===== src/rtl/store_buffer.sv =====
// Store buffer between the AGU and the D-cache: circular queue with head/commit/tail pointers
// and a two-state drain FSM. Define STORE_FWD_EN to add the load-forwarding search port.
module store_buffer #(
  parameter int unsigned SB_DEPTH = 8
) (
  input  logic        Clk,
  input  logic        Rest,
  input  logic        SBAble,
  input  logic [7:0]  SBMicOp,
  input  logic [31:0] SBWDate,
  input  logic [1:0]  SBMAT,
  input  logic [31:0] SBPAddr,
  input  logic        SBTrap,
  input  logic [6:0]  SBTrapCode,
  input  logic [5:0]  SBRobPtr,
  output logic        SBFull,
  output logic        ToRobAble,
  output logic [5:0]  ToRobPtr,
  output logic        ToRobTrap,
  output logic [6:0]  ToRobTrapCode,
  input  logic        CommitStore,
  input  logic        SBFlash,
  output logic        ToCacheReq,
  output logic [31:0] ToCacheAddr,
  output logic [31:0] ToCacheData,
  output logic [3:0]  ToCacheMask,
  output logic [1:0]  ToCacheMAT,
  input  logic        CacheAck,
`ifdef STORE_FWD_EN
  input  logic [31:0] LdQAddr,
  output logic        LdQHit,
  output logic [31:0] LdQData,
  output logic        LdQConflict,
`endif
  output logic        SBEmpty
);

  localparam int unsigned IW = $clog2(SB_DEPTH);
  localparam int unsigned PW = IW + 1;

  typedef enum logic [0:0] {StIdle, StReq} state_e;

  state_e          state_q, state_d;
  logic [PW-1:0]   head_q, head_d, commit_q, commit_d, tail_q, tail_d;

  logic [29:0]     addr_q [SB_DEPTH];
  logic [31:0]     data_q [SB_DEPTH];
  logic [3:0]      mask_q [SB_DEPTH];
  logic [1:0]      mat_q  [SB_DEPTH];

  logic            rob_able_q, rob_trap_q;
  logic [5:0]      rob_ptr_q;
  logic [6:0]      rob_code_q;

  logic            full, enq, commit_ok, pop;
  logic [31:0]     fmt_data;
  logic [3:0]      fmt_mask;
  logic [IW-1:0]   head_idx, tail_idx;

  logic unused_microp;
  assign unused_microp = ^SBMicOp[7:2];

  assign head_idx  = head_q[IW-1:0];
  assign tail_idx  = tail_q[IW-1:0];
  assign full      = (head_idx == tail_idx) && (head_q[IW] != tail_q[IW]);
  assign SBFull    = full;
  assign SBEmpty   = (head_q == tail_q);
  assign enq       = SBAble & ~SBTrap & ~full & ~SBFlash;
  assign commit_ok = CommitStore & (commit_q != tail_q);
  assign pop       = (state_q == StReq) & CacheAck;

  // Data is replicated into every lane so the mask alone selects the written bytes.
  always_comb begin
    fmt_data = SBWDate;
    fmt_mask = 4'b1111;
    unique case (SBMicOp[1:0])
      2'b00: begin
        fmt_data = {4{SBWDate[7:0]}};
        fmt_mask = 4'b0001 << SBPAddr[1:0];
      end
      2'b01: begin
        fmt_data = {2{SBWDate[15:0]}};
        fmt_mask = 4'b0011 << SBPAddr[1:0];
      end
      default: begin
        fmt_data = SBWDate;
        fmt_mask = 4'b1111 << SBPAddr[1:0];
      end
    endcase
  end

  // Flush rewinds tail onto the post-commit pointer, discarding speculative stores.
  always_comb begin
    head_d   = head_q + PW'(pop);
    commit_d = commit_q + PW'(commit_ok);
    tail_d   = SBFlash ? commit_d : tail_q + PW'(enq);
  end

  always_comb begin
    state_d = state_q;
    unique case (state_q)
      StIdle:  if (head_q != commit_q) state_d = StReq;
      StReq:   if (CacheAck) state_d = StIdle;
      default: state_d = StIdle;
    endcase
  end

  always_comb begin
    ToCacheReq  = (state_q == StReq);
    ToCacheAddr = '0;
    ToCacheData = '0;
    ToCacheMask = '0;
    ToCacheMAT  = '0;
    if (state_q == StReq) begin
      ToCacheAddr = {addr_q[head_idx], 2'b00};
      ToCacheData = data_q[head_idx];
      ToCacheMask = mask_q[head_idx];
      ToCacheMAT  = mat_q[head_idx];
    end
  end

  always_ff @(posedge Clk) begin
    if (Rest) begin
      state_q    <= StIdle;
      head_q     <= '0;
      commit_q   <= '0;
      tail_q     <= '0;
      rob_able_q <= 1'b0;
      rob_trap_q <= 1'b0;
      rob_ptr_q  <= '0;
      rob_code_q <= '0;
    end else begin
      state_q    <= state_d;
      head_q     <= head_d;
      commit_q   <= commit_d;
      tail_q     <= tail_d;
      // Stores dropped by flush or a full queue are never reported.
      rob_able_q <= SBAble & ~SBFlash & (SBTrap | ~full);
      if (SBAble) begin
        rob_ptr_q  <= SBRobPtr;
        rob_trap_q <= SBTrap;
        rob_code_q <= SBTrapCode;
      end
    end
  end

  always_ff @(posedge Clk) begin
    if (enq) begin
      addr_q[tail_idx] <= SBPAddr[31:2];
      data_q[tail_idx] <= fmt_data;
      mask_q[tail_idx] <= fmt_mask;
      mat_q[tail_idx]  <= SBMAT;
    end
  end

  assign ToRobAble     = rob_able_q;
  assign ToRobPtr      = rob_ptr_q;
  assign ToRobTrap     = rob_trap_q;
  assign ToRobTrapCode = rob_code_q;

`ifdef STORE_FWD_EN
  logic [PW-1:0] count;
  logic [IW-1:0] fwd_idx;
  logic          fwd_found;
  logic [3:0]    fwd_mask;
  logic [31:0]   fwd_data;
  logic          unused_ldq;

  assign count      = tail_q - head_q;
  assign unused_ldq = ^LdQAddr[1:0];

  // Scan oldest to youngest so the last match left standing is the youngest.
  always_comb begin
    fwd_found = 1'b0;
    fwd_mask  = '0;
    fwd_data  = '0;
    fwd_idx   = '0;
    for (int unsigned i = 0; i < SB_DEPTH; i++) begin
      fwd_idx = head_idx + IW'(i);
      if ((PW'(i) < count) && (addr_q[fwd_idx] == LdQAddr[31:2])) begin
        fwd_found = 1'b1;
        fwd_mask  = mask_q[fwd_idx];
        fwd_data  = data_q[fwd_idx];
      end
    end
    LdQHit      = fwd_found && (fwd_mask == 4'b1111);
    LdQConflict = fwd_found && (fwd_mask != 4'b1111);
    LdQData     = LdQHit ? fwd_data : '0;
  end
`endif

endmodule


===== config.mk =====
export PLATFORM = sky130hd
export DESIGN_NAME = store_buffer
export DESIGN_NICKNAME = d
export VERILOG_FILES = /design/src/rtl/store_buffer.sv
export SDC_FILE = /design/constraint.sdc
export NUM_CORES = 1
export LEC_CHECK = 0
export ABC_AREA = 1
export CELL_PAD_IN_SITES_DETAIL_PLACEMENT = 1
export CELL_PAD_IN_SITES_GLOBAL_PLACEMENT = 2
export CORE_MARGIN = 4
export CORE_UTILIZATION = 41
export CTS_CLUSTER_DIAMETER = 80
export DETAILED_ROUTE_END_ITERATION = 7
export GPL_ROUTABILITY_DRIVEN = 0
export PLACE_DENSITY = 0.95
export SYNTH_ARGS = -nofsm -noshare
export SYNTH_HDL_FRONTEND = slang
export SYNTH_SLANG_ARGS = --single-unit

===== constraint.sdc =====
create_clock -name Clk -period 15.25 [get_ports Clk]
set_input_delay 4.575 -clock Clk [delete_from_list [all_inputs] [get_ports Clk]]
set_output_delay 4.575 -clock Clk [all_outputs]
set_load 0.05 [all_outputs]

==> impl.org <==
** CTS
- Clk sink count :: 572
- The tree is rooted in a sky130_fd_sc_hd__clkbuf_16.
- TritonCTS built the clock tree.
- Worst-Skew Late Latency :: 0.62 ns
- Clock-pin slew was measured on the worst setup and hold paths at 0.06 ns.
- No sink is reached through more buffers than the 3 on the longest clock path.
- Clock tree synthesis inserted a total of 60 buffers.
- Setup Fix Bufs, Post-CTS :: 0
- Count of cells resized by post-cts repair :: 0
- Hold repair after CTS inserted 0 buffers.
- Clock H-tree levels :: 2

** Setup path
- Data on the critical path is required at its endpoint by 10.68 ns.
- Worst-case register-to-register setup slack :: 11.02 ns
- Crit Reg-Reg Endpoint :: data_q[4][0]$_DFFE_PP_
- Worst path arrival time :: 4.50 ns
- Type of element launching the critical path :: flip-flop
- Peak per-stage delay on the critical path :: 0.88 ns
- The critical path goes through inv_6 -> buf_4 -> nand2_1 -> nand2_1 -> nand2_1 -> nand3_1 -> nand2_1 -> nor2_1 -> clkdlybuf4s50_1.
- Class of the most critical setup path :: reg -> out
- Worst path slowest cell :: sky130_fd_sc_hd__buf_4
- By instance count, the cell type seen most on the critical path is sky130_fd_sc_hd__nand2_1.
- Critical Path Sink Type :: output pin
- Origin of the critical flop-to-flop path :: head_q[1]$_SDFF_PP0_
- Measured in cells, the most critical reg-to-reg path has a length of 9.
- In this run the worst path has a maximum fanout of 96.

** Yosys
- Synth warnings :: 0
- The share of the Yosys chip area taken by registers is 0.7022.
- Ranked by instance count, the synthesized netlist is headed by sky130_fd_sc_hd__nand2_1 (615), sky130_fd_sc_hd__edfxtp_1 (544), sky130_fd_sc_hd__nor2_1 (462), sky130_fd_sc_hd__inv_1 (167), sky130_fd_sc_hd__o21ai_0 (159).
- Number of instances in the synthesized netlist :: 2296
- Post-synthesis cell area :: 24060 um^2
- After synthesis, the share of flip-flops with an asynchronous set or reset is 0.
- Counting flops with a built-in enable in the synthesized netlist gives 544.
- Most used DFF post-synth :: sky130_fd_sc_hd__edfxtp_1
- Post-synthesis area per instance :: 10.48 um^2
- Summed over all instances, the cell type with the most area after synthesis is sky130_fd_sc_hd__edfxtp_1.
- Sorting the synthesized cells by area gives the leading types as sky130_fd_sc_hd__edfxtp_1 (68%), sky130_fd_sc_hd__nand2_1 (9.6%), sky130_fd_sc_hd__nor2_1 (7.2%), sky130_fd_sc_hd__o21ai_0 (3.3%), sky130_fd_sc_hd__nand3_1 (3.1%).
- The synthesized design contains 572 register bits.
- Of the post-synthesis cell area, the dominant cell type holds 0.6789.
- Number of library cell types mapped by synthesis :: 29
- Among all cell types in the netlist, the one instantiated most often is sky130_fd_sc_hd__nand2_1.

** STA
- Final setup violation count :: 0
- Setup repair after global routing left no endpoint under its margin.
- Hold is met by 0.5046 ns.
- In the finished design, the share of the clock period the worst path needs comes to 0.5950.
- For the pin with the worst max-slew slack, the measured transition is 1.120 ns.
- Worst slew margin relative to its limit :: 0.2535
- Sum of negative setup slack :: 0 ns
- Final hold violation count :: 0
- Final critical-path setup slack :: 6.176 ns
- For the final database, setup skew stands at 0.02282 ns.
- Fin. max-slew vios :: 0
- Minimum clock period :: 9.074 ns
- Timing would allow up to 110.2 MHz.

** Power
- Clock network fraction of design power :: 0.368
- Of the total power, combinational logic draws 0.182.
- Reported leakage power :: 10.75 nW
- The internal power of the cells totals 2.818 mW.
- For this design the total switching power over the nets is 1.152 mW.
- The worst-case IR drop observed on VDD is 0.0001237 V.
- Total Power Consumption :: 3.970 mW
- For this design the ratio of total power to cell area is 139.9 nW/um^2.
- The share of total power dissipated in sequential elements is 0.450.
- Switching share of power :: 0.2901

** Layout
- Counting the fill cells in the layout gives 6273.
- In the final layout, the share of cells above drive strength 1 is 0.05284.
- Net count reported at finish :: 2529
- Measured on the finished design, the core utilization comes to 0.4900.
- Area added between synthesis and finish :: 17.93%

** Floorplanning
- The die is 250.3 um wide.
- Core box area :: 57920 um^2
- The floorplan step set the die height to 250.3 um.
- The floorplan step defined a die boundary enclosing 62630 um^2.
- During I/O placement, the number of pins put on the boundary was 182.
- The initial utilization of the core area, before any placement, comes to 0.4155.
- In this run the core area contains 88 standard-cell rows.

** Hold path
- Cell depth of the worst hold path :: 2
- For hold timing, the worst endpoint is ToRobTrapCode[0]$_SDFFE_PP0P_.
- Type of the tightest min-delay check :: reg -> reg
- Hold_sp :: ToRobTrapCode[0]$_SDFFE_PP0P_

** GRT
- GRT Total Usage :: 0.2069
- The initial antenna violation count came to 1.
- The first global-routing pass estimated 101600 um of wire.
- For this run, global-route usage on met3 was measured as 0.02824.
- Overall overflow remaining after global route :: 0
- The number of global-route vias before repair came to 18140.
- GRT met1 Usage :: 0.2547
- In the global route stage, met2 resource usage came out at 0.3805.
- Entering global routing, the biggest net connects 103 pins.
- The global routing stage identified its most utilized layer as met2.

** Routing
- Dividing the detail-routed via count by the number of cells gives 5.191.
- The first detailed-routing pass took 5 iterations.
- Summed over all layers, the routed wires come to 66010 um.
- Routed vias :: 16850
- Violation count after the first detailed-route iteration :: 1180
- Wire length per cell after detailed routing :: 20.34 um
- Residual DRC :: 0
- Final ANT Viol Nets :: 0

** Status
- Run status :: completed

** Placed design
- IO buf count :: 173
- Detailed placement finished with a half-perimeter wire length of 36630 um.
- Worst slack, placed :: 6.694 ns

** Job
- Max-cap violations in this run came to 0.
## through the flow
stage,area (um^2),instances
floorplan,24070,2297
global placement,26400,3132
detailed placement,26400,3132
CTS,28370,3244
global route,28380,3245
finish,28380,3245
## power groups by stage
| stage | clock [mW] | combinational, mW | sequential, mW |
|---|---|---|---|
| 3_5_place_dp | 0 | 0.724 | 1.82 |
| 4_1_cts | 1.49 | 0.732 | 1.79 |
| 2_1_floorplan | 0 | 0.490 | 1.80 |
| 5_1_grt | 1.56 | 0.789 | 1.79 |
| 6_report | 1.46 | 0.722 | 1.79 |
| 3_3_place_gp | 0 | 0.697 | 1.82 |
## critical path, delay by kind of cell, from the launching register on
kind          cells  cell delay [ns]
simple gates      6             0.76
buf+inv           3             2.40
flops             1             0.66
## placed cells by master (no fill, tap or decap), drive strengths merged
cell           Yosys  routed
o211ai             5       5
diode              0       1
buf               87      26
nand4              2       2
conb               1       2
inv              168     170
nand3            152     152
ha                 6       6
clkinvlp           0       3
clkdlybuf4s50      0     173
a211oi             2       2
a21oi              6       6
edfxtp           544     544
xor2               6       6
a22oi              1       1
nand2            616     616
o21bai             1       1
clkinv             1      30
dfxtp             28      28
nand3b             1       1
clkbuf            42      70
xnor2              4       4
nor2             463     463
o21ai            159     159
nor3               1       1
bufinv             0       8
## metal layers
| layer | wire length, um | vias to the layer above | share of wire |
|---|---|---|---|
| met5 | 0 | - | 0 |
| met4 | 1541 | 0 | 0.023 |
| met3 | 3113 | 108 | 0.047 |
| met2 | 34440 | 413 | 0.52 |
| met1 | 26910 | 8484 | 0.41 |
| li1 | - | 7840 | - |
## final cells by class
| class | count | area, um^2 | area share |
|---|---|---|---|
| Clock buffer | 70 | 1560 | 0.05498 |
| Tap cell | 765 | 957.2 | 0.03373 |
| Clock inverter | 42 | 410.4 | 0.01446 |
| Antenna cell | 1 | 2.502 | 0.00008818 |
| Sequential cell | 572 | 16910 | 0.5959 |
| Timing Repair Buffer | 199 | 1927 | 0.06790 |
| Multi-Input combinational cell | 1427 | 5969 | 0.2104 |
| Inverter | 169 | 641.9 | 0.02262 |
## sequential cells by signal (all words and copies together), names as in the netlist
register,cells
ToRobAble,1
ToRobPtr,6
commit_q,4
head_q,4
mask_q,32
data_q,256
ToRobTrapCode,7
ToCacheReq,1
tail_q,4
mat_q,16
ToRobTrap,1
addr_q,240
## cell families (layout without fill, tap and decap cells)
kind of cell,Yosys count,in the layout,share of synthesized area
AND/OR/NAND/NOR,1235,1235,0.2014
flip-flops,572,572,0.7022
buffers and inverters,298,480,0.05241
AO/OA/AOI/OAI,174,174,0.03713
XOR/XNOR,10,10,0.003640
adder cells (fa/ha/maj),6,6,0.003120
other,1,3,0.0001558
## worst max-delay path by stage
stage	end	depth (start not counted)	startpoint	slack (ns)
3_5_place_dp	ToCacheData[26]	9	head_q[0]$_SDFF_PP0_	6.69
4_1_cts	ToCacheData[26]	9	head_q[0]$_SDFF_PP0_	6.04
2_1_floorplan	addr_q[0][0]$_DFFE_PP_	6	SBFlash	6.82
6_report	ToCacheData[10]	9	head_q[0]$_SDFF_PP0_	6.18
3_3_place_gp	ToCacheMask[1]	9	head_q[0]$_SDFF_PP0_	6.85
5_1_grt	ToCacheData[10]	9	head_q[0]$_SDFF_PP0_	5.82
(Power assumes the default switching activity.)
